**config.mk**
```make
export PLATFORM = sky130hd
export DESIGN_NAME = axil_reg_if_nport
export DESIGN_NICKNAME = d
export VERILOG_FILES = /design/src/rtl/axil_reg_if_nport.sv
export SDC_FILE = /design/constraint.sdc
export NUM_CORES = 1
export LEC_CHECK = 0
export CAP_MARGIN = 20
export CORE_AREA = 2 2 131 133
export CTS_BUF_LIST = sky130_fd_sc_hd__clkbuf_16
export DETAILED_ROUTE_END_ITERATION = 6
export DIE_AREA = 0 0 133 135
export PLACE_DENSITY = 0.84
export SYNTH_ARGS = -nofsm -noshare
export SYNTH_HDL_FRONTEND = slang
export SYNTH_SLANG_ARGS = --single-unit
```
**constraint.sdc**
```tcl
create_clock -name clk -period 5.9 [get_ports clk]
set_clock_uncertainty 0.2 [all_clocks]
set_input_delay 1.475 -clock clk [delete_from_list [all_inputs] [get_ports clk]]
set_output_delay 1.475 -clock clk [all_outputs]
set_load 0.01 [all_outputs]
```
**src/rtl/axil_reg_if_nport.sv**
```systemverilog
// AXI-Lite slave fanning one address window out to NUM_PORTS register channels.
// Independent write/read FSMs with port decode, DECERR on unmapped addresses and SLVERR on timeout.
module axil_reg_if_nport #(
    parameter int DATA_WIDTH      = 32,
    parameter int ADDR_WIDTH      = 16,
    parameter int STRB_WIDTH      = DATA_WIDTH / 8,
    parameter int NUM_PORTS       = 4,
    parameter int PORT_ADDR_WIDTH = 12,
    parameter int TIMEOUT         = 16
) (
    input  logic                            clk,
    input  logic                            rst,

    input  logic [ADDR_WIDTH-1:0]           s_axil_awaddr,
    input  logic [2:0]                      s_axil_awprot,
    input  logic                            s_axil_awvalid,
    output logic                            s_axil_awready,
    input  logic [DATA_WIDTH-1:0]           s_axil_wdata,
    input  logic [STRB_WIDTH-1:0]           s_axil_wstrb,
    input  logic                            s_axil_wvalid,
    output logic                            s_axil_wready,
    output logic [1:0]                      s_axil_bresp,
    output logic                            s_axil_bvalid,
    input  logic                            s_axil_bready,

    input  logic [ADDR_WIDTH-1:0]           s_axil_araddr,
    input  logic [2:0]                      s_axil_arprot,
    input  logic                            s_axil_arvalid,
    output logic                            s_axil_arready,
    output logic [DATA_WIDTH-1:0]           s_axil_rdata,
    output logic [1:0]                      s_axil_rresp,
    output logic                            s_axil_rvalid,
    input  logic                            s_axil_rready,

    output logic [PORT_ADDR_WIDTH-1:0]      reg_wr_addr,
    output logic [DATA_WIDTH-1:0]           reg_wr_data,
    output logic [STRB_WIDTH-1:0]           reg_wr_strb,
    output logic [NUM_PORTS-1:0]            reg_wr_en,
    input  logic [NUM_PORTS-1:0]            reg_wr_wait,
    input  logic [NUM_PORTS-1:0]            reg_wr_ack,
    output logic [PORT_ADDR_WIDTH-1:0]      reg_rd_addr,
    output logic [NUM_PORTS-1:0]            reg_rd_en,
    input  logic [NUM_PORTS*DATA_WIDTH-1:0] reg_rd_data,
    input  logic [NUM_PORTS-1:0]            reg_rd_wait,
    input  logic [NUM_PORTS-1:0]            reg_rd_ack
);

    localparam int SELW = (NUM_PORTS > 1) ? $clog2(NUM_PORTS) : 1;
    localparam int CNTW = (TIMEOUT > 0) ? $clog2(TIMEOUT + 1) : 1;
    localparam int DECW = PORT_ADDR_WIDTH + SELW;

    localparam logic [SELW:0]   PORT_LIMIT = (SELW + 1)'(NUM_PORTS);
    localparam logic [CNTW-1:0] TMO_LAST   = CNTW'((TIMEOUT > 0) ? TIMEOUT - 1 : 0);

    localparam logic [1:0] RESP_OKAY   = 2'b00;
    localparam logic [1:0] RESP_SLVERR = 2'b10;
    localparam logic [1:0] RESP_DECERR = 2'b11;

    typedef enum logic [1:0] {ST_IDLE, ST_ACCESS, ST_RESP} state_t;

    function automatic logic addr_mapped(input logic [ADDR_WIDTH-1:0] a);
        logic [SELW:0] sel;
        sel = {1'b0, a[PORT_ADDR_WIDTH +: SELW]};
        return ((a >> DECW) == '0) && (sel < PORT_LIMIT);
    endfunction

    logic unused_prot;
    assign unused_prot = ^{s_axil_awprot, s_axil_arprot};

    // ---------------- write path ----------------
    state_t          wr_state, wr_state_next;
    logic [SELW-1:0] wr_port;
    logic [CNTW-1:0] wr_cnt;
    logic            wr_accept, wr_ack_sel, wr_wait_sel, wr_timeout;

    assign wr_ack_sel  = reg_wr_ack[wr_port];
    assign wr_wait_sel = reg_wr_wait[wr_port];
    assign wr_timeout  = (TIMEOUT > 0) && !wr_ack_sel && !wr_wait_sel && (wr_cnt == TMO_LAST);

    always_ff @(posedge clk) begin
        if (rst) wr_state <= ST_IDLE;
        else     wr_state <= wr_state_next;
    end

    always_comb begin
        wr_state_next = wr_state;
        wr_accept     = 1'b0;
        case (wr_state)
            ST_IDLE: begin
                if (s_axil_awvalid && s_axil_wvalid && !rst) begin
                    wr_accept     = 1'b1;
                    wr_state_next = addr_mapped(s_axil_awaddr) ? ST_ACCESS : ST_RESP;
                end
            end
            ST_ACCESS: if (wr_ack_sel || wr_timeout) wr_state_next = ST_RESP;
            ST_RESP:   if (s_axil_bready) wr_state_next = ST_IDLE;
            default:   wr_state_next = ST_IDLE;
        endcase
    end

    always_ff @(posedge clk) begin
        if (rst) begin
            wr_port      <= '0;
            wr_cnt       <= '0;
            s_axil_bresp <= RESP_OKAY;
            reg_wr_addr  <= '0;
            reg_wr_data  <= '0;
            reg_wr_strb  <= '0;
        end else begin
            case (wr_state)
                ST_IDLE: begin
                    if (wr_accept) begin
                        wr_port      <= s_axil_awaddr[PORT_ADDR_WIDTH +: SELW];
                        wr_cnt       <= '0;
                        reg_wr_addr  <= s_axil_awaddr[PORT_ADDR_WIDTH-1:0];
                        reg_wr_data  <= s_axil_wdata;
                        reg_wr_strb  <= s_axil_wstrb;
                        s_axil_bresp <= addr_mapped(s_axil_awaddr) ? RESP_OKAY : RESP_DECERR;
                    end
                end
                ST_ACCESS: begin
                    if (wr_ack_sel)       s_axil_bresp <= RESP_OKAY;
                    else if (wr_wait_sel) wr_cnt       <= '0;
                    else if (wr_timeout)  s_axil_bresp <= RESP_SLVERR;
                    else                  wr_cnt       <= wr_cnt + 1'b1;
                end
                default: ;
            endcase
        end
    end

    assign s_axil_awready = wr_accept;
    assign s_axil_wready  = wr_accept;
    assign s_axil_bvalid  = (wr_state == ST_RESP);
    assign reg_wr_en      = (wr_state == ST_ACCESS) ? (NUM_PORTS'(1) << wr_port) : '0;

    // ---------------- read path ----------------
    state_t                rd_state, rd_state_next;
    logic [SELW-1:0]       rd_port;
    logic [CNTW-1:0]       rd_cnt;
    logic                  rd_accept, rd_ack_sel, rd_wait_sel, rd_timeout;
    logic [DATA_WIDTH-1:0] rd_slice [NUM_PORTS];

    always_comb begin
        for (int unsigned i = 0; i < NUM_PORTS; i++) begin
            rd_slice[i] = reg_rd_data[i*DATA_WIDTH +: DATA_WIDTH];
        end
    end

    assign rd_ack_sel  = reg_rd_ack[rd_port];
    assign rd_wait_sel = reg_rd_wait[rd_port];
    assign rd_timeout  = (TIMEOUT > 0) && !rd_ack_sel && !rd_wait_sel && (rd_cnt == TMO_LAST);

    always_ff @(posedge clk) begin
        if (rst) rd_state <= ST_IDLE;
        else     rd_state <= rd_state_next;
    end

    always_comb begin
        rd_state_next = rd_state;
        rd_accept     = 1'b0;
        case (rd_state)
            ST_IDLE: begin
                if (s_axil_arvalid && !rst) begin
                    rd_accept     = 1'b1;
                    rd_state_next = addr_mapped(s_axil_araddr) ? ST_ACCESS : ST_RESP;
                end
            end
            ST_ACCESS: if (rd_ack_sel || rd_timeout) rd_state_next = ST_RESP;
            ST_RESP:   if (s_axil_rready) rd_state_next = ST_IDLE;
            default:   rd_state_next = ST_IDLE;
        endcase
    end

    // rdata is cleared on accept so DECERR and SLVERR responses both return zero
    always_ff @(posedge clk) begin
        if (rst) begin
            rd_port      <= '0;
            rd_cnt       <= '0;
            s_axil_rresp <= RESP_OKAY;
            s_axil_rdata <= '0;
            reg_rd_addr  <= '0;
        end else begin
            case (rd_state)
                ST_IDLE: begin
                    if (rd_accept) begin
                        rd_port      <= s_axil_araddr[PORT_ADDR_WIDTH +: SELW];
                        rd_cnt       <= '0;
                        reg_rd_addr  <= s_axil_araddr[PORT_ADDR_WIDTH-1:0];
                        s_axil_rdata <= '0;
                        s_axil_rresp <= addr_mapped(s_axil_araddr) ? RESP_OKAY : RESP_DECERR;
                    end
                end
                ST_ACCESS: begin
                    if (rd_ack_sel) begin
                        s_axil_rresp <= RESP_OKAY;
                        s_axil_rdata <= rd_slice[rd_port];
                    end else if (rd_wait_sel) begin
                        rd_cnt <= '0;
                    end else if (rd_timeout) begin
                        s_axil_rresp <= RESP_SLVERR;
                        s_axil_rdata <= '0;
                    end else begin
                        rd_cnt <= rd_cnt + 1'b1;
                    end
                end
                default: ;
            endcase
        end
    end

    assign s_axil_arready = rd_accept;
    assign s_axil_rvalid  = (rd_state == ST_RESP);
    assign reg_rd_en      = (rd_state == ST_ACCESS) ? (NUM_PORTS'(1) << rd_port) : '0;

endmodule

```
==> results.md <==
* Dominant combinational cell family by area after synthesis: compound AO/OA/AOI/OAI gates
* Area fraction in and, or, nand and nor cells after synthesis at 15.0%
* Total net switching power at 516 uW
* Largest net degree at the start of global routing at 55
* Area share of the largest cell type after synthesis at 40.6%
* Share of the synthesized netlist area taken by xor and xnor gates at 0%
* Class of the most critical hold timing path: reg2reg
* Slowest-stage cell, CP: clkdlybuf4s50_1
* Post-layout minimum cycle time at 4.87 ns
* Max H-tree Level at 4
* VDD IR-drop max at 0.195 mV
* Syn Nets at 837
* Post-synthesis instance area at 5630 sq um
* Crit path top cell by count: clkdlybuf4s50_1
* Upper clock frequency limit at 205 MHz
* Setup Fix Bufs, Post-CTS at 0
* Average size of a mapped cell at 9.25 sq um
* Share of the synthesized area in compound gates (AO/OA/AOI/OAI) at 18.5%
* GRT Util Overall at 20.5%
* Port buffer count at 327
* Adder and majority cell fraction of the synthesized area at 0.890%
* CTS buffer count at 17
* Maximum root-to-sink buffer count at 2
* Total Power Consumption at 2.25 mW
* Number of remaining DRC errors at 0
* Final antenna-violating net count at 0
* Switching share of power at 22.9%
* Slew at the pin with the worst max-slew slack at 1.00 ns
* Placed instance count at 1,115
* Proportion of synthesized chip area in sequential cells at 40.6%
* Worst Setup Path Type: in2out
* Post-layout net count at 1,143
* Hold Vio Cnt, Final at 0
* Final wirelength at 18.4 mm
* Commonest cells post-synth: 148 x nand2_1, 114 x dfxtp_1, 71 x inv_1
* Boundary Pins at 334
* Final Non-Filler Cells at 1,147
* Flop and latch count out of synthesis at 114
* Critical path cell sequence: clkdlybuf4s50_1, nand3b_1, or3_2, inv_2, clkdlybuf4s50_1
* Relative contribution of the clock network to total power at 46.3%
* Fin Setup TNS at 0 ns
* DR pass1 iterations at 4
* Worst path max stage delay at 0.55 ns
* Predominant post-synthesis flop cell: dfxtp_1
* Initial antenna violation count at 0
* Diodes inserted at 0
* Worst slew margin relative to its limit at 33.2%
* Detailed placement HPWL at 14.0 mm
* Horiz. Die Dim at 133 microns
* Period utilization at 82.5%
* Kind of end point of the critical path: output pin
* Register clock-pin slew on the reported worst setup and hold paths at 0.05 ns
* Maxcap violations at 0
* Post-detailed-route via-to-cell ratio at 4.92
* Proportion of power drawn by combinational gates at 17.4%
* Crit-path max FO at 4
* Die Span Y at 135 microns
* Slack of the worst reg-to-reg path at 2.86 ns
* Wire length of the first global-routing pass at 28.8 mm
* Number of design-rule violations left by the first detailed-router iteration at 246
* Fraction of final layout cells sized beyond drive strength 1 at 11.8%
* Routability congestion estimate from global placement at 0.767
* Power density over the cells at 234 nW/um^2
* TritonCTS clock tree: built
* Cell Int Power at 1.74 mW
* Core Area at 16,400 sq um
* Critical path arrival at 3.19 ns
* Initial Util at 34.3%
* Fin. max-slew vios at 0
* Cell with the most instances after synthesis: nand2_1
* Critical Path Source Type: input pin
* Root buffer selected by CTS: clkbuf_16
* Clock sink count at 114
* Number of global-route vias before repair at 5,688
* Total number of yosys warnings at 0
* Hold-fix buffers, CTS at 0
* Top area cells in the synthesized netlist: dfxtp_1 41%, mux4_2 14%, nand2_1 9.9%
* Die area at 18,000 sq um
* Unrepaired setup endpoints after global routing: no
* Overflow left after global routing at 0
* Proportion of power drawn by flip-flops and latches at 36.4%
* Post-route cell area at 9620 sq um
* Total setup violations reported at the end of the flow at 0
* Routed wire length per instance at 16.1 microns
* Via count at 5,641
* Share of synthesized registers carrying an async set or reset at 0%
* Count of flip-flops with a built-in enable after synthesis at 0
* Number of resized instances in the post-cts repair step at 0
* WP data required at 4.22 ns
* Synthesized netlist cell count at 608
* Filler cell count in the final layout at 1,362
* Clock latency on the worst-skew pair at 0.41 ns
* Largest area contributor in the synthesized netlist: dfxtp_1
* # rows at 47
* Signed area change from the synthesized netlist to the final layout at 71.0%
* Leak at 3.44 nW
* Post-DP Area at 9020 sq um
* Outcome: complete, no violations
* Unique masters post-synth at 42
* Post-synthesis mux area share at 16.2%
worst paths after layout:
kind                   startpoint         endpoint  cells past startpoint
setup / recovery   s_axil_awvalid   s_axil_awready                      5
hold / removal    reg_wr_data[30]  reg_wr_data[30]                      2
setup reg to reg       rd_port[0]  s_axil_rdata[2]                      6
hold reg to reg   reg_wr_data[30]  reg_wr_data[30]                      2
state kept, by name, summed over array words and instances, names as in the netlist, 4 cells and up:
register and flops:
rd_cnt 5, reg_wr_strb 4, wr_cnt 5, reg_rd_addr 12, reg_wr_addr 12, reg_wr_data 32
s_axil_rdata 32
per-layer routing:
metal / global-route usage, % / share of wire [%] / vias up
li1: - / - / 2707
met1: 22.4 / 38 / 2655
met2: 36.9 / 52 / 246
met3: 6.42 / 7.8 / 33
met4: 8.66 / 2.8 / 0
met5: 0 / 0 / -
cells in the final DEF, fill, tap and decap left out, drive strengths merged, types with 10 or more instances in the layout:
master	n
a21oi	55
clkbuf	17
clkdlybuf4s50	326
dfxtp	114
inv	74
mux2i	10
mux4	36
nand2	148
nor2	12
o21ai	19
o32ai	32
critical path: cells and delay by family:
kind,cells,cell delay (ns)
AND/OR/NAND/NOR,2,0.59
buffers and inverters,3,1.14
logic make-up after synthesis:
logic type | Yosys count
adder cells (fa/ha/maj) | 4
AO/OA/AOI/OAI | 124
multiplexers | 46
flip-flops | 114
AND/OR/NAND/NOR | 200
buffers and inverters | 120
cell type report:
type | instances | area (sq um) | share of cell area [%]
clock buffer | 17 | 425 | 4.42
clock inverter | 15 | 173 | 1.80
sequential | 114 | 2280 | 23.8
tap | 220 | 275 | 2.86
timing repair buffer | 334 | 3320 | 34.6
inverter | 73 | 274 | 2.85
multi-input combinational | 374 | 2860 | 29.8
metrics by stage:
step / setup slack [ns] / util [%] / hold WS [ns]
6_report: 1.03 / 58.6 / 0.251
5_1_grt: 0.972 / 58.6 / 0.268
3_5_place_dp: 1.03 / 55.0 / 0.246
4_1_cts: 1.03 / 58.6 / 0.254
3_3_place_gp: 1.03 / 55.0 / 0.241
2_1_floorplan: 1.42 / - / 0.238
power by group through the flow:
| stage | registers [mW] | clock network [mW] | logic, mW |
|---|---|---|---|
| 2_1_floorplan | 0.834 | 0 | 0.169 |
| 3_3_place_gp | 0.833 | 0 | 0.386 |
| 3_5_place_dp | 0.835 | 0 | 0.394 |
| 4_1_cts | 0.819 | 1.06 | 0.395 |
| 5_1_grt | 0.822 | 1.10 | 0.421 |
| 6_report | 0.819 | 1.04 | 0.391 |
Note: power is estimated with default switching activity, not from simulation.
